`src/rtl/snake_pkg.sv`:
```
// snake_pkg: direction encoding and helpers shared by the direction controller
// and the snake movement engine.
//   DIR_W        direction width
//   dir_t        2-bit heading, UP=0 RIGHT=1 DOWN=2 LEFT=3
//   ctrl_state_t IDLE/RUN state of the direction controller
//   opposite_dir returns the 180-degree reverse of a heading
package snake_pkg;

    localparam int unsigned DIR_W = 2;

    typedef logic [DIR_W-1:0] dir_t;

    localparam dir_t DIR_UP    = 2'd0;
    localparam dir_t DIR_RIGHT = 2'd1;
    localparam dir_t DIR_DOWN  = 2'd2;
    localparam dir_t DIR_LEFT  = 2'd3;

    typedef enum logic {
        ST_IDLE = 1'b0,
        ST_RUN  = 1'b1
    } ctrl_state_t;

    // Flipping bit 1 of the encoding reverses the heading
    function automatic dir_t opposite_dir(input dir_t d);
        return d ^ DIR_W'(2);
    endfunction

endpackage

```
`src/rtl/snake_direction_ctrl_if.sv`:
```
// snake_direction_ctrl_if: button/tick/clear inputs and heading outputs of the
// direction controller.
//   master: drives buttons, tick, clear; observes heading, pulse, running, count
//   slave : the controller side
interface snake_direction_ctrl_if #(
    parameter int unsigned COUNT_W = 2
);
    import snake_pkg::*;

    logic               in_btn_up;
    logic               in_btn_right;
    logic               in_btn_down;
    logic               in_btn_left;
    logic               in_game_tick;
    logic               in_clear;
    dir_t               out_direction;
    logic               out_dir_changed;
    logic               out_running;
    logic [COUNT_W-1:0] out_queue_count;

    modport master (
        output in_btn_up, in_btn_right, in_btn_down, in_btn_left,
        output in_game_tick, in_clear,
        input  out_direction, out_dir_changed, out_running, out_queue_count
    );

    modport slave (
        input  in_btn_up, in_btn_right, in_btn_down, in_btn_left,
        input  in_game_tick, in_clear,
        output out_direction, out_dir_changed, out_running, out_queue_count
    );

endinterface

```
`src/rtl/direction_fifo.sv`:
```
// direction_fifo: synchronous DEPTH x 2-bit queue of pending turn requests.
//   clk, rst_n  clock, async active-low reset
//   flush       drop all entries
//   push/wr_data enqueue (taken when not full, or full with a same-cycle pop)
//   pop/rd_data_c dequeue head (head shown combinationally)
//   full_c/empty_c status, count registered occupancy
module direction_fifo
    import snake_pkg::*;
#(
    parameter int unsigned DEPTH   = 2,
    parameter int unsigned COUNT_W = 2
) (
    input  logic               clk,
    input  logic               rst_n,
    input  logic               flush,
    input  logic               push,
    input  dir_t               wr_data,
    input  logic               pop,
    output dir_t               rd_data_c,
    output logic               full_c,
    output logic               empty_c,
    output logic [COUNT_W-1:0] count
);

    localparam int unsigned PTR_W = $clog2(DEPTH);

    dir_t             mem [DEPTH];
    logic [PTR_W-1:0] wr_ptr;
    logic [PTR_W-1:0] rd_ptr;
    logic             do_push_c;
    logic             do_pop_c;

    assign empty_c   = (count == '0);
    assign full_c    = (count == COUNT_W'(DEPTH));
    assign rd_data_c = mem[rd_ptr];

    // A same-cycle pop frees a slot for the push
    assign do_pop_c  = pop && !empty_c;
    assign do_push_c = push && (!full_c || do_pop_c);

    // Pointers wrap naturally since DEPTH is a power of two
    always_ff @(posedge clk or negedge rst_n) begin
        if (!rst_n) begin
            wr_ptr <= '0;
            rd_ptr <= '0;
            count  <= '0;
            for (int i = 0; i < int'(DEPTH); i++) mem[i] <= DIR_RIGHT;
        end else if (flush) begin
            wr_ptr <= '0;
            rd_ptr <= '0;
            count  <= '0;
        end else begin
            if (do_push_c) begin
                mem[wr_ptr] <= wr_data;
                wr_ptr      <= wr_ptr + PTR_W'(1);
            end
            if (do_pop_c) rd_ptr <= rd_ptr + PTR_W'(1);
            case ({do_push_c, do_pop_c})
                2'b10:   count <= count + COUNT_W'(1);
                2'b01:   count <= count - COUNT_W'(1);
                default: count <= count;
            endcase
        end
    end

endmodule

```
`src/rtl/snake_direction_ctrl.sv`:
```
// snake_direction_ctrl: turns debounced button levels into the snake heading.
// Button rising edges become turn requests, legal ones are queued and one is
// applied per game tick; 180-degree reversals are never queued.
//   in_clock, in_reset_n  clock, async active-low reset
//   bus (slave)           buttons, tick, clear in; heading, change pulse,
//                         running flag and queue occupancy out
module snake_direction_ctrl
    import snake_pkg::*;
#(
    parameter int unsigned QUEUE_DEPTH = 2,
    parameter int unsigned COUNT_W     = 2
) (
    input  logic                 in_clock,
    input  logic                 in_reset_n,
    snake_direction_ctrl_if.slave bus
);

    logic [3:0]         btn_c;
    logic [3:0]         prev_q;
    logic [3:0]         rise_c;
    logic               req_valid_c;
    dir_t               req_c;
    logic               legal_c;
    logic               push_c;
    logic               pop_c;
    logic               full_c;
    logic               empty_c;
    dir_t               head_c;
    logic [COUNT_W-1:0] count;
    dir_t               last_dir_q;
    dir_t               direction_q;
    logic               dir_changed_q;
    ctrl_state_t        state_q;
    ctrl_state_t        state_d;

    // Bit index equals the direction code
    assign btn_c  = {bus.in_btn_left, bus.in_btn_down, bus.in_btn_right, bus.in_btn_up};
    assign rise_c = btn_c & ~prev_q;

    // One request per cycle, UP > RIGHT > DOWN > LEFT
    always_comb begin
        req_valid_c = |rise_c;
        req_c       = DIR_UP;
        if      (rise_c[DIR_UP])    req_c = DIR_UP;
        else if (rise_c[DIR_RIGHT]) req_c = DIR_RIGHT;
        else if (rise_c[DIR_DOWN])  req_c = DIR_DOWN;
        else                        req_c = DIR_LEFT;
    end

    // Legality is judged against the last accepted request, not the heading
    assign legal_c = (req_c != last_dir_q) && (req_c != opposite_dir(last_dir_q));
    assign pop_c   = bus.in_game_tick && (state_q == ST_RUN) && !empty_c && !bus.in_clear;
    assign push_c  = req_valid_c && legal_c && (!full_c || pop_c) && !bus.in_clear;

    direction_fifo #(
        .DEPTH   (QUEUE_DEPTH),
        .COUNT_W (COUNT_W)
    ) u_fifo (
        .clk       (in_clock),
        .rst_n     (in_reset_n),
        .flush     (bus.in_clear),
        .push      (push_c),
        .wr_data   (req_c),
        .pop       (pop_c),
        .rd_data_c (head_c),
        .full_c    (full_c),
        .empty_c   (empty_c),
        .count     (count)
    );

    // IDLE/RUN next state
    always_comb begin
        state_d = state_q;
        if (bus.in_clear)                          state_d = ST_IDLE;
        else if ((state_q == ST_IDLE) && push_c)   state_d = ST_RUN;
    end

    always_ff @(posedge in_clock or negedge in_reset_n) begin
        if (!in_reset_n) state_q <= ST_IDLE;
        else             state_q <= state_d;
    end

    // prev tracks the buttons even during clear so held buttons do not re-fire
    always_ff @(posedge in_clock or negedge in_reset_n) begin
        if (!in_reset_n) begin
            prev_q        <= '0;
            last_dir_q    <= DIR_RIGHT;
            direction_q   <= DIR_RIGHT;
            dir_changed_q <= 1'b0;
        end else begin
            prev_q        <= btn_c;
            dir_changed_q <= pop_c;
            if (bus.in_clear) begin
                last_dir_q  <= DIR_RIGHT;
                direction_q <= DIR_RIGHT;
            end else begin
                if (push_c) last_dir_q  <= req_c;
                if (pop_c)  direction_q <= head_c;
            end
        end
    end

    assign bus.out_direction   = direction_q;
    assign bus.out_dir_changed = dir_changed_q;
    assign bus.out_running     = (state_q == ST_RUN);
    assign bus.out_queue_count = count;

endmodule

```
`src/flat_wrapper.sv`:
```
// flat-port wrapper written by rule: the top's interface ports become plain ports
module snake_direction_ctrl_flat import snake_pkg::*;
#(
    parameter int unsigned QUEUE_DEPTH = 2,
    parameter int unsigned COUNT_W     = 2
)
  (in_clock, in_reset_n, bus_in_btn_up, bus_in_btn_right, bus_in_btn_down, bus_in_btn_left, bus_in_game_tick, bus_in_clear, bus_out_direction, bus_out_dir_changed, bus_out_running, bus_out_queue_count);
  snake_direction_ctrl_if #(.COUNT_W(COUNT_W)) bus_i ();
  input  logic in_clock;
  input  logic in_reset_n;
  input wire logic [$bits(bus_i.in_btn_up)-1:0] bus_in_btn_up;
  input wire logic [$bits(bus_i.in_btn_right)-1:0] bus_in_btn_right;
  input wire logic [$bits(bus_i.in_btn_down)-1:0] bus_in_btn_down;
  input wire logic [$bits(bus_i.in_btn_left)-1:0] bus_in_btn_left;
  input wire logic [$bits(bus_i.in_game_tick)-1:0] bus_in_game_tick;
  input wire logic [$bits(bus_i.in_clear)-1:0] bus_in_clear;
  output wire logic [$bits(bus_i.out_direction)-1:0] bus_out_direction;
  output wire logic [$bits(bus_i.out_dir_changed)-1:0] bus_out_dir_changed;
  output wire logic [$bits(bus_i.out_running)-1:0] bus_out_running;
  output wire logic [$bits(bus_i.out_queue_count)-1:0] bus_out_queue_count;
  assign bus_i.in_btn_up = bus_in_btn_up;
  assign bus_i.in_btn_right = bus_in_btn_right;
  assign bus_i.in_btn_down = bus_in_btn_down;
  assign bus_i.in_btn_left = bus_in_btn_left;
  assign bus_i.in_game_tick = bus_in_game_tick;
  assign bus_i.in_clear = bus_in_clear;
  assign bus_out_direction = bus_i.out_direction;
  assign bus_out_dir_changed = bus_i.out_dir_changed;
  assign bus_out_running = bus_i.out_running;
  assign bus_out_queue_count = bus_i.out_queue_count;
  snake_direction_ctrl #(.QUEUE_DEPTH(QUEUE_DEPTH), .COUNT_W(COUNT_W)) u_core (.in_clock(in_clock), .in_reset_n(in_reset_n), .bus(bus_i));
endmodule
```
`config.mk`:
```
export PLATFORM = sky130hd
export DESIGN_NAME = snake_direction_ctrl_flat
export DESIGN_NICKNAME = d
export VERILOG_FILES = /design/src/rtl/snake_pkg.sv /design/src/rtl/snake_direction_ctrl_if.sv /design/src/rtl/direction_fifo.sv /design/src/rtl/snake_direction_ctrl.sv /design/src/flat_wrapper.sv
export SDC_FILE = /design/constraint.sdc
export NUM_CORES = 1
export LEC_CHECK = 0
export BUFFER_PORTS_ARGS = -buffer_cell sky130_fd_sc_hd__buf_4
export CAP_MARGIN = 30
export CORE_MARGIN = 2
export CORE_UTILIZATION = 45
export DETAILED_ROUTE_END_ITERATION = 7
export PLACE_DENSITY_LB_ADDON = 0.25
export SETUP_SLACK_MARGIN = 0.5
export SLEW_MARGIN = 0
export SYNTH_ARGS = -nofsm -noshare
export SYNTH_HDL_FRONTEND = slang
export SYNTH_HIERARCHICAL = 1
export SYNTH_SLANG_ARGS = --single-unit
```
`constraint.sdc`:
```
create_clock -name in_clock -period 2.18 [get_ports in_clock]
set_input_delay 0.436 -clock in_clock [delete_from_list [all_inputs] [get_ports in_clock]]
set_output_delay 0.436 -clock in_clock [all_outputs]
set_load 0.005 [all_outputs]
```
# ---- Word level (Yosys, flattened, before mapping)
# Cells that the tools add are included.
dict set report classes {
  addsub 4
  n_lt_le_gt_ge 3
  eq_ne 5
  mux 21
  n_bitwise 7
  reduce_logical 25
}
# cell n
set op_table {}
lappend op_table {{$mux 2} 11}
lappend op_table {{$logic_and 1x1->1} 11}
lappend op_table {{$reduce_bool 2->1} 5}
lappend op_table {{$mux 1} 7}
lappend op_table {{$and 4x4->4} 1}
lappend op_table {{$bwmux 4} 1}
lappend op_table {{$eq 2x2->1 const B} 2}
lappend op_table {{$ge 2x2->1 const B} 2}
lappend op_table {{$ne 2x2->1} 2}
lappend op_table {{$not 1->2} 2}
lappend op_table {{$not 4->4} 1}
lappend op_table {{$pmux 2 s2} 1}
lappend op_table {{$reduce_or 4->1} 1}
lappend op_table {{$logic_not 1->1} 3}
lappend op_table {{$not 1->1} 3}
lappend op_table {{$reduce_bool 3->1} 1}
lappend op_table {{$add 1x1->1 const B} 2}
lappend op_table {{$add 2x1->2 const B} 1}
lappend op_table {{$demux 2 s1} 1}
lappend op_table {{$eq 2x1->1 const B} 1}
lappend op_table {{$logic_not 2->1} 1}
lappend op_table {{$logic_or 1x1->1} 2}
lappend op_table {{$lt 2x1->1 const B} 1}
lappend op_table {{$reduce_and 2->1} 1}
lappend op_table {{$sub 2x1->2 const B} 1}
dict set report totals {
  register_bits 18
  out_inout_bits 6
  wordCells 75
}

# ---- Depth between registers and ports, before layout
# Gate-level depths: netlist (run 1).
dict set report depth {
  ltp_word 14
  mapped_depth 8
}

# ---- Modules after synthesis
# The synthesis (run 1) kept the hierarchy.
# mod instances cells_per_inst area_per_inst_um2 seq_area_each_um2
set modules_own_cells {}
lappend modules_own_cells {direction_fifo 1 35 406.6 202.7}
lappend modules_own_cells {snake_direction_ctrl 1 33 397.9 227.7}

# ---- Least setup slack after synthesis (run 1)
# OpenSTA, ideal clock, no wires.
dict set report synth_path {
  path_type {register -> register}
  startpoint {reg u_core.u_fifo.count[1]}
  endpoint {reg u_core/u_fifo/mem[3] (netlist name)}
  setup_time_ns 0.125
  arrival_ns 2.258
  path_slack_ns -0.203
  path_stages_with_launch 9
  n_path_buf 0
  cell_sequence {dfrtp_1 > nor2_1 > nand3b_1 > o21ai_0 > nand2_1 > nor3_1 > inv_2 > or4_4 > mux2_4}
}
dict set report synth_between {
  elab_chain_len 9
  elab_cells_between_ends 13
  classes_between {eq/ne: 1; reduce/logical: 12}
}
# element line
set synth_rtl {}
lappend synth_rtl {{start: declaration} direction_fifo.sv:22} ;# output logic [COUNT_W-1:0] count
lappend synth_rtl {{start signal: assignment} direction_fifo.sv:59} ;# 2'b10: count <= count + COUNT_W'(1);
lappend synth_rtl {{start signal: assignment} direction_fifo.sv:60} ;# 2'b01: count <= count - COUNT_W'(1);
lappend synth_rtl {{start signal: assignment} direction_fifo.sv:61} ;# default: count <= count;
lappend synth_rtl {{$logic_not 2->1} direction_fifo.sv:33} ;# assign empty_c = (count == '0);
lappend synth_rtl {{named net u_core.empty_c} snake_direction_ctrl.sv:27} ;# logic empty_c;
lappend synth_rtl {{$logic_not 1->1} snake_direction_ctrl.sv:52} ;# assign pop_c = bus.in_game_tick && (state_q == ST_RUN) && !empty_c && !bus.in_clear;
lappend synth_rtl {{$logic_and 1x1->1 (2 in a row)} snake_direction_ctrl.sv:52}
lappend synth_rtl {{$logic_or 1x1->1} snake_direction_ctrl.sv:53} ;# assign push_c = req_valid_c && legal_c && (!full_c || pop_c) && !bus.in_clear;
lappend synth_rtl {{$logic_and 1x1->1 (2 in a row)} snake_direction_ctrl.sv:53}
lappend synth_rtl {{named net u_core.push_c} snake_direction_ctrl.sv:24} ;# logic push_c;
lappend synth_rtl {{$logic_and 1x1->1} direction_fifo.sv:39} ;# assign do_push_c = push && (!full_c || do_pop_c);
lappend synth_rtl {{$reduce_and 2->1 (no source line)} n/a}
lappend synth_rtl {{end signal: indexed assignment} direction_fifo.sv:54} ;# mem[wr_ptr] <= wr_data;
lappend synth_rtl {{end: declaration} direction_fifo.sv:27} ;# dir_t mem [DEPTH];
# The timed path passes the listed nets, and every way through them passes these cells.
# A chain may end at the register's enable or synchronous reset.

# ---- Worst setup path after layout (run 1)
# Ends and elaborated chain as after synthesis.

==> results of run 1 <==
[power groups by stage]
stage / combinational [µW] / sequential [µW] / clock, µW
CTS: 204 / 396 / 176
global route: 229 / 402 / 193
global placement: 170 / 400 / 0
floorplan: 106 / 395 / 0
finish: 210 / 397 / 164
detailed placement: 174 / 400 / 0
[metrics by stage]
stage          setup TNS (ps)  area, µm²
2_1_floorplan           -22.9        816
3_3_place_gp            -36.5       1020
3_5_place_dp             -230       1020
4_1_cts                     0       1150
5_1_grt                     0       1170
6_report                    0       1170
[worst max-delay path, delay by kind of cell, from the launching register on]
kind,cells,cell delay (ps)
buf+inv,1,50
flops,1,390
mux,1,310
compound gates,1,180
simple gates,5,1010
[metal layers]
layer | vias to the layer above | track usage
li1 | 308 | -
met1 | 327 | 0.244
met2 | 18 | 0.317
met3 | 6 | 0.0471
met4 | 0 | 0.0857
met5 | - | 0
[layout by cell type, fill, tap and decap left out, types with 3 or more instances in the layout]
cell and n:
clkbuf_4 3, dfrtp_1 13, nor2_1 5, dfstp_2 4, nor2b_1 3, mux2_4 4
buf_4 31
[sequential cells by signal (all words and copies together), names as in the netlist]
signal	count
u_core/bus.out_dir_changed	1
u_core/bus.out_direction	2
u_core/bus.out_running	1
u_core/last_dir_q	1
u_core/prev_q	4
u_core/u_fifo/count	2
u_core/u_fifo/mem	4
u_core/u_fifo/rd_ptr	1
u_core/u_fifo/wr_ptr	1
[layout make-up]
type,count,share of cell area
clock buffer,3,0.0193
inverter,2,0.00642
multi-input combinational,48,0.368
clock inverter,1,0.00428
sequential,17,0.368
tap,25,0.0267
timing repair buffer,32,0.207
[worst min path at each step]
stage / slack [ps] / start / to / depth (start not counted)
after global placement: 310 / in_reset_n / u_core/u_fifo/rd_ptr$_DFFE_PN0P_ / 1
after detailed placement: 310 / in_reset_n / u_core/u_fifo/mem[3]$_DFFE_PN0P_ / 1
final: 260 / bus_in_btn_down / u_core/prev_q[2]$_DFF_PN0_ / 1
after global routing: 230 / bus_in_btn_left / u_core/prev_q[3]$_DFF_PN0_ / 1
after CTS: 250 / bus_in_btn_down / u_core/prev_q[2]$_DFF_PN0_ / 1
after floorplan: 140 / in_reset_n / u_core/bus.out_dir_changed$_DFF_PN0_ / 0
[cell usage after synthesis (2+ instances only)]
master and count:
a211o_1 2, o21ai_0 3, dfrtp_1 13, a211oi_1 2
mux2i_1 2, nor3b_1 2, nand2b_1 3, dfstp_2 4
nor3_1 3, mux2_2 4, nor2b_4 2, nand2_1 3
nor2b_1 4, or4_4 2, nor2_1 6, mux2_4 2
[kinds of logic (layout without fill, tap and decap cells)]
group / Yosys count / count (layout) / share of synthesized area
AO/OA/AOI/OAI: 10 / 10 / 0.0855
XOR/XNOR: 2 / 2 / 0.0218
buffers and inverters: 3 / 38 / 0.0140
flip-flops: 17 / 17 / 0.535
multiplexers: 8 / 8 / 0.118
AND/OR/NAND/NOR: 28 / 28 / 0.226
[what timing repair did]
action                                  in CTS  in global routing
resized for setup                            8                  4
hold endpoints to repair                    13                  0
pin swaps                                   10                  3
buffers inserted                             7                  0
endpoints found under the setup margin       7                  7
gates cloned                                 0                  0
hold buffers                                 1                  0
==> summary.txt, run 1 <==
largest net degree at the start of global routing = 18
overall via count from detail_route = 659
Sw Ratio = 0.262
post-route antenna net violation count = 0
initial antenna violation count = 0
Synth Register Bits = 17
Initial Util = 0.471
area of the core = 0.00171 mm²
CTS Sinks = 17
Yosys warning total = 6
Worst Hold Class = primary input to flip-flop
die area = 0.00214 mm²
IO Port Bufs = 13
Comb power frac = 0.272
CTS Buf Count = 3
clock share of power = 0.212
top_reg_cell synth = dfrtp_1
worst r2r src = u_core/u_fifo/count[1]$_DFFE_PN0P_
Max Clk Rate = 0.483 GHz
Power Total = 771 µW
Crit Path Max Fanout = 3
LEAKAGE = 0.000560 µW
clock latency at the later pin of the worst-skew pair = 280 ps
Crit. Startpoint = u_core/u_fifo/count[1]$_DFFE_PN0P_
final std cells w/o fill = 128
minimum clock period = 2070 ps
slowest cell on the critical path = or4_4
slew margin rel. = 0.823
vias in the first global route = 616
net count after synthesis = 76
Area Overhead vs Synth = 45.4%
Synth top area share = 0.404
multi-input logic area = 430 µm²
CP Cell Sequence = nor2_2 > nand3b_1 > o21ai_2 > nand2_2 > nor3_4 > inv_2 > or4_4 > mux2_4
met2 WL = 930 µm
DR WL/cell = 13.8 µm
FF-to-FF End = u_core/u_fifo/mem[3]$_DFFE_PN0P_
Final GP Congestion = 0.805
CTS clock-pin slew for the worst setup and hold paths = 100 ps
critical path class = flip-flop to flip-flop
flop2flop setup slack = 110 ps
Worst EP arrival = 2240 ps
Register-to-Register Path Depth = 8
fill cell count = 125
Nets = 112
num ports = 14
H-tree level count = 1
CTS tree = yes
final core occ = 0.685
Post-Syn Area = 805 µm²
Tcrit/Tclk final = 0.949
DRC errors left = 0
peak supply drop = 0.000407 V
final hold slack = 258 ps
Clock Tree Buf Depth = 2
pre-CTS WS = -137 ps
drt first pass iters = 4
final setup margin = 110 ps
P_sw = 202 µW
# setup viols final = 0
sequential share of power = 0.515
Synth cell types = 27
DP Cell Count = 116
layout cells sized above 1 = 0.602
Crit. End Element = flip-flop
status = finished, final reports clean
First DRT Iteration DRCs = 3
Max Slew Vio Count = 0
met1 wire length = 748 µm
ys async rst share = 1.00
WL met3 = 55 µm
Crit path required time = 2350 ps
internal power = 569 µW
CTS root buf = clkbuf_4
WL final = 1760 µm
grt ovf = 0
Die W = 46.3 µm
Synth area leader = dfrtp_1
Post-synth EDFFs = 0
Post-Syn Instances = 68
row count = 15
crit path to = u_core/u_fifo/mem[3]$_DFFE_PN0P_
Max Cap Viol = 0
pin slew with the least headroom to its limit = 265 ps
Die Span Y = 46.3 µm
ant diodes = 0
clk_skew = 4.30 ps
Mapped Avg Cell Area = 11.8 µm²
sequential-to-total area share from yosys stat = 0.535
GRT Total Usage = 0.195
synth top area cells = dfrtp_1 40%, dfstp_2 13%, mux2_2 5.6%
slowest stage delay, CP = 510 ps
Reg area = 430 µm²
via density per instance = 5.15
P per Cell Area = 659 mW/mm²
final-report hold violation count = 0
RSZ-0062 raised after global routing = yes
Top Layer Used = met4
HPWL Detailed = 1190 µm
first-pass GRT wire length = 2770 µm
Worst setup SP type = flip-flop
Note: power is estimated with default switching activity, not from simulation.
==> inputs of run 2 (changes only) <==
--- a/config.mk
+++ b/config.mk
@@ -12,4 +12,5 @@
 export DETAILED_ROUTE_END_ITERATION = 7
 export PLACE_DENSITY_LB_ADDON = 0.25
+export REMOVE_ABC_BUFFERS = 1
 export SETUP_SLACK_MARGIN = 0.5
 export SLEW_MARGIN = 0
==> constraint.sdc (replaced) <==
create_clock -name in_clock -period 2.18 [get_ports in_clock]
set_input_delay 0.327 -clock in_clock [delete_from_list [all_inputs] [get_ports in_clock]]
set_output_delay 0.327 -clock in_clock [all_outputs]
set_load 0.005 [all_outputs]
==> summary.txt, run 2 (synthesis results as in run 1) <==
Worst Hold Depth = 1 (unchanged)
pre-CTS WS = -67.6 ps (+69.5 ps)
IO Port Bufs = 13 (unchanged)
Die Span Y = 46.3 µm (unchanged)
internal power = 589 µW (+3.4%)
met1 wire length = 822 µm (+9.9%)
post-route antenna net violation count = 0 (unchanged)
HPWL Detailed = 1100 µm (-8.0%)
sequential share of power = 0.491 (-0.024)
ant diodes = 0 (unchanged)
# setup viols final = 0 (unchanged)
Regs by FF count = u_core/prev_q: 4 flops, u_core/u_fifo/mem: 4 flops
Final GP Congestion = 0.819 (+1.7%)
Hold Crit Start = bus_in_btn_left
peak supply drop = 0.000452 V (+11%)
status = finished, final reports clean
final setup margin = 69.5 ps (-40.8 ps)
WL met3 = 67 µm (+22%)
Comb power frac = 0.295 (+0.023)
pin slew with the least headroom to its limit = 431 ps (+166 ps)
Nets = 118 (+5.4%)
Register-to-Register Path Depth = 7 (-1)
initial antenna violation count = 0 (unchanged)
Crit. End Element = flip-flop
Top Layer Used = met4
Initial Util = 0.471 (unchanged)
clock latency at the later pin of the worst-skew pair = 290 ps (about the same)
DR WL/cell = 13.5 µm (-1.6%)
P_sw = 214 µW (+5.8%)
Clock Tree Buf Depth = 2 (unchanged)
LEAKAGE = 0.000583 µW (+4.2%)
CTS Sinks = 17 (unchanged)
DRC errors left = 0 (unchanged)
vias in the first global route = 628 (+1.9%)
Max Slew Vio Count = 0 (unchanged)
final-report hold violation count = 0 (unchanged)
CTS Buf Count = 3 (unchanged)
CTS tree = yes
slew margin rel. = 0.712 (-0.111)
met2 WL = 908 µm (-2.4%)
RSZ-0062 raised after global routing = yes
GRT Total Usage = 0.173 (-0.0222)
area of the core = 0.00171 mm² (unchanged)
H-tree level count = 1 (unchanged)
Area Overhead vs Synth = 53.0%
first-pass GRT wire length = 2550 µm (-7.9%)
First DRT Iteration DRCs = 13 (+10)
critical path class = flip-flop to flip-flop
grt ovf = 0 (unchanged)
largest net degree at the start of global routing = 18 (unchanged)
design area = 0.00123 mm² (+5.2%)
Crit Path Max Fanout = 3 (unchanged)
overall via count from detail_route = 670 (+1.7%)
Tcrit/Tclk final = 0.968 (+0.0187)
layout cells sized above 1 = 0.606 (+0.00356)
Placement Cell Area = 0.00103 mm² (+0.37%)
via density per instance = 5.00 (-2.9%)
Worst Hold Class = primary input to flip-flop
DP Cell Count = 118 (+1.7%)
Max Cap Viol = 0 (unchanged)
Crit path required time = 2360 ps (about the same)
clock share of power = 0.214 (+0.002)
most frequent cells in the layout = 29 x buf_4, 13 x dfrtp_1, 8 x buf_6, 5 x nor2_1
Worst setup SP type = flip-flop
FF-to-FF End = u_core/u_fifo/mem[3]$_DFFE_PN0P_
CTS clock-pin slew for the worst setup and hold paths = 110 ps (about the same)
die area = 0.00214 mm² (unchanged)
Max Clk Rate = 0.474 GHz (-1.9%)
minimum clock period = 2110 ps (+40.8 ps)
row count = 15 (unchanged)
most common cell after layout, fill and taps aside = buf_4
num ports = 14 (unchanged)
P per Cell Area = 652 mW/mm² (-1.1%)
clk_skew = 12.4 ps (+8.07 ps)
hold endpoint = u_core/prev_q[3]$_DFF_PN0_
Sw Ratio = 0.266 (+0.00446)
Die W = 46.3 µm (unchanged)
WL final = 1810 µm (+3.0%)
final std cells w/o fill = 134 (+4.7%)
drt first pass iters = 4 (unchanged)
worst r2r src = u_core/prev_q[2]$_DFF_PN0_
CTS root buf = clkbuf_4
flop2flop setup slack = 70 ps (-40 ps)
Worst EP arrival = 2290 ps (+50 ps)
## run 2: power by group through the flow
stage	combinational (µW)	clock, µW	sequential, µW
2_1_floorplan	99.7	0	395
3_3_place_gp	167	0	397
4_1_cts	195	178	392
3_5_place_dp	170	0	397
5_1_grt	255	188	401
6_report	237	172	394
## run 2: through the flow
stage	TNS (ps)	utilization	hold slack, ps	total power [µW]
floorplan	-365	-	31.4	495
global placement	0	0.601	201	564
detailed placement	-113	0.601	202	567
CTS	0	0.673	129	766
global route	-46.4	0.721	126	844
finish	0	0.721	136	802
## run 2: area by class of cell
class,count,area (µm²)
fill,122,477
multi-input combinational,48,417
tap,25,31.3
clock buffer,3,22.5
inverter,2,7.51
clock inverter,1,5.00
timing repair buffer,38,318
sequential,17,430
## run 2: worst max-delay path by stage
stage / from / endpoint / cells after the start
2_1_floorplan: u_core/u_fifo/count[1]$_DFFE_PN0P_ / u_core/u_fifo/mem[3]$_DFFE_PN0P_ / 8
3_3_place_gp: u_core/u_fifo/count[1]$_DFFE_PN0P_ / u_core/u_fifo/mem[3]$_DFFE_PN0P_ / 8
3_5_place_dp: u_core/u_fifo/count[0]$_DFFE_PN0P_ / u_core/u_fifo/mem[3]$_DFFE_PN0P_ / 8
4_1_cts: u_core/u_fifo/count[1]$_DFFE_PN0P_ / u_core/u_fifo/mem[3]$_DFFE_PN0P_ / 8
5_1_grt: u_core/u_fifo/count[1]$_DFFE_PN0P_ / u_core/u_fifo/mem[3]$_DFFE_PN0P_ / 8
6_report: u_core/prev_q[2]$_DFF_PN0_ / u_core/u_fifo/mem[3]$_DFFE_PN0P_ / 7
## run 2: timing repair
item | 4_1_cts | 5_1_grt
hold buffers | 1 | 0
pin swaps | 1 | 6
endpoints found under the setup margin | 7 | 9
resized for setup | 5 | 16
hold endpoints to repair | 13 | 0
buffers inserted | 9 | 2
## run 2: critical path, cell delays in order (launching register included)
cell     delay, ps
dfrtp_1        370
and2b_4        250
a21oi_2         60
xnor2_1        170
nor3_4         210
inv_2           60
or4_4          550
mux2_4         310
## run 2: routing by layer
layer  track usage  vias up
li1              -      321
met1         0.203      330
met2         0.275       17
met3        0.0588        2
met4        0.0914        0
met5             0        -
==> inputs of run 3 (changes only) <==
- CELL_PAD_IN_SITES_DETAIL_PLACEMENT: not set -> 2
- CELL_PAD_IN_SITES_GLOBAL_PLACEMENT: not set -> 2
- CORE_ASPECT_RATIO: not set -> 2
- CORE_UTILIZATION: 45 -> 31
==> summary.txt, run 3 (synthesis results as in run 1) <==
overall via count from detail_route = 678 (+1.2%)
Max Cap Viol = 0 (unchanged)
DR WL/cell = 18.8 µm (+39%)
kind of cell adding the most delay to the critical path = simple AND/OR/NAND/NOR gates
slowest cell on the critical path = or4_4
Clock Tree Buf Depth = 2 (unchanged)
Max Slew Vio Count = 0 (unchanged)
first-pass GRT wire length = 3590 µm (+41%)
Hold Crit Start = bus_in_btn_left
Regs by FF count = u_core/prev_q: 4 flops, u_core/u_fifo/mem: 4 flops
status = finished, final reports clean
pin slew with the least headroom to its limit = 385 ps (-46.0 ps)
Area Overhead vs Synth = 53.7%
post-route antenna net violation count = 0 (unchanged)
Die Span Y = 76.0 µm (+64%)
hold endpoint = u_core/prev_q[3]$_DFF_PN0_
Max Clk Rate = 0.463 GHz (-2.3%)
clock latency at the later pin of the worst-skew pair = 260 ps (-30 ps)
slew margin rel. = 0.742 (+0.0294)
WL final = 2580 µm (+42%)
Final GP Congestion = 0.769 (-6.2%)
final-report hold violation count = 0 (unchanged)
Worst Hold Depth = 1 (unchanged)
FF-to-FF End = u_core/u_fifo/mem[3]$_DFFE_PN0P_
drt first pass iters = 3 (-1)
RSZ-0062 raised after global routing = yes
CTS Sinks = 17 (unchanged)
most common cell after layout, fill and taps aside = buf_4
GRT Total Usage = 0.183 (+0.0103)
CP Cell Sequence = buf_6 > nor2b_1 > o21ai_2 > nand2_2 > nor3_4 > inv_2 > or4_4 > mux2_4
slowest stage delay, CP = 520 ps (-30 ps)
Critical path buffers and inverters = 2 (+1)
First DRT Iteration DRCs = 7 (-6)
Initial Util = 0.321 (-0.150)
row count = 26 (+11)
# setup viols final = 0 (unchanged)
flop2flop setup slack = 20 ps (-50 ps)
design area = 0.00124 mm² (+0.41%)
final setup TNS = 0 ps (unchanged)
critical path class = flip-flop to flip-flop
final hold slack = 174 ps (+37.3 ps)
grt ovf = 0 (unchanged)
area of the core = 0.00250 mm² (+47%)
peak supply drop = 0.000469 V (+3.9%)
Placement Cell Area = 0.00103 mm² (+0.37%)
CTS root buf = clkbuf_8
Worst setup SP type = flip-flop
Crit. End Element = flip-flop
Worst Hold Class = primary input to flip-flop
Nets = 118 (unchanged)
Die W = 40.0 µm (-14%)
P per Cell Area = 706 mW/mm² (+8.4%)
Crit Path Max Fanout = 7 (+4)
most frequent cells in the layout = 34 x buf_4, 13 x dfrtp_1, 5 x nor2_1
largest net degree at the start of global routing = 18 (unchanged)
CTS Buf Count = 3 (unchanged)
final std cells w/o fill = 137 (+2.2%)
worst r2r src = u_core/u_fifo/count[1]$_DFFE_PN0P_
num ports = 14 (unchanged)
clk_skew = 2.57 ps (-9.80 ps)
HPWL Detailed = 1500 µm (+37%)
LEAKAGE = 0.000585 µW (+0.37%)
Tcrit/Tclk final = 0.991 (+0.0232)
minimum clock period = 2160 ps (+50.6 ps)
via density per instance = 4.95 (-1.0%)
ant diodes = 0 (unchanged)
Crit path required time = 2330 ps (-30 ps)
Register-to-Register Path Depth = 8 (+1)
die area = 0.00304 mm² (+42%)
H-tree level count = 1 (unchanged)
CTS clock-pin slew for the worst setup and hold paths = 70 ps (-40 ps)
DRC errors left = 0 (unchanged)
initial antenna violation count = 0 (unchanged)
DP Cell Count = 121 (+2.5%)
CTS tree = yes
Worst EP arrival = 2310 ps (+20 ps)
IO Port Bufs = 13 (unchanged)
layout cells sized above 1 = 0.624 (+0.0183)
vias in the first global route = 772 (+23%)
==> run 3: changes by cell type in the layout (fill, tap and decap cells not counted), moves of 3 or more <==
cell      before  now
buf_4         29   34
buf_6          8    3
clkbuf_4       3    0
clkbuf_8       0    3
==> run 3: how the worst max path moves through the flow <==
stage	startpoint	cells past startpoint	slack, ps	to
CTS	u_core/u_fifo/count[1]$_DFFE_PN0P_	8	100	u_core/u_fifo/mem[3]$_DFFE_PN0P_
global placement	bus_in_btn_down	10	-30	u_core/u_fifo/mem[1]$_DFFE_PN0P_
floorplan	u_core/u_fifo/count[1]$_DFFE_PN0P_	8	-200	u_core/u_fifo/mem[3]$_DFFE_PN0P_
global route	u_core/u_fifo/count[1]$_DFFE_PN0P_	8	-50	u_core/u_fifo/mem[3]$_DFFE_PN0P_
finish	u_core/u_fifo/count[1]$_DFFE_PN0P_	8	20	u_core/u_fifo/mem[3]$_DFFE_PN0P_
detailed placement	bus_in_btn_down	8	-50	u_core/u_fifo/mem[3]$_DFFE_PN0P_
==> run 3: per-stage QoR <==
step	utilization	total power, µW	setup slack (ps)
after floorplan	-	495	-203
after global placement	0.412	571	-34.4
after detailed placement	0.412	577	-46.2
after CTS	0.465	845	97.8
after global routing	0.494	917	-51.1
final	0.494	873	18.9
==> run 3: layout make-up <==
| class | instances | area [µm²] |
|---|---|---|
| clock buffer | 3 | 41.3 |
| tap | 28 | 35.0 |
| multi-input combinational | 48 | 418 |
| sequential | 17 | 430 |
| inverter | 2 | 7.51 |
| clock inverter | 1 | 5.00 |
| fill | 261 | 1270 |
| timing repair buffer | 38 | 299 |
==> run 3: worst reg2reg max path, cell delays in order, from the launching register on <==
cell	delay, ps
dfrtp_1	410
buf_6	140
nor2b_1	180
o21ai_2	100
nand2_2	100
nor3_4	220
inv_2	70
or4_4	520
mux2_4	310
==> run 3: repair_timing <==
item / in CTS / in global routing
pin swaps: 9 / 4
setup buffers: 7 / 4
gates resized for setup: 6 / 12
endpoints found under the setup margin: 7 / 10
hold buffers: 1 / 0
hold endpoints to repair: 13 / 0
==> run 3: report_power, final <==
group	internal (µW)	switching, µW
registers	371	27.5
clock network	127	117
logic	142	88.4
==> run 3: metal layers <==
metal | track usage | up-vias | part of all wire
met2 | 0.305 | 13 | 0.59
met3 | 0.0262 | 5 | 0.025
met5 | 0 | - | 0
met4 | 0.145 | 0 | 0.028
li1 | - | 318 | -
met1 | 0.178 | 342 | 0.35
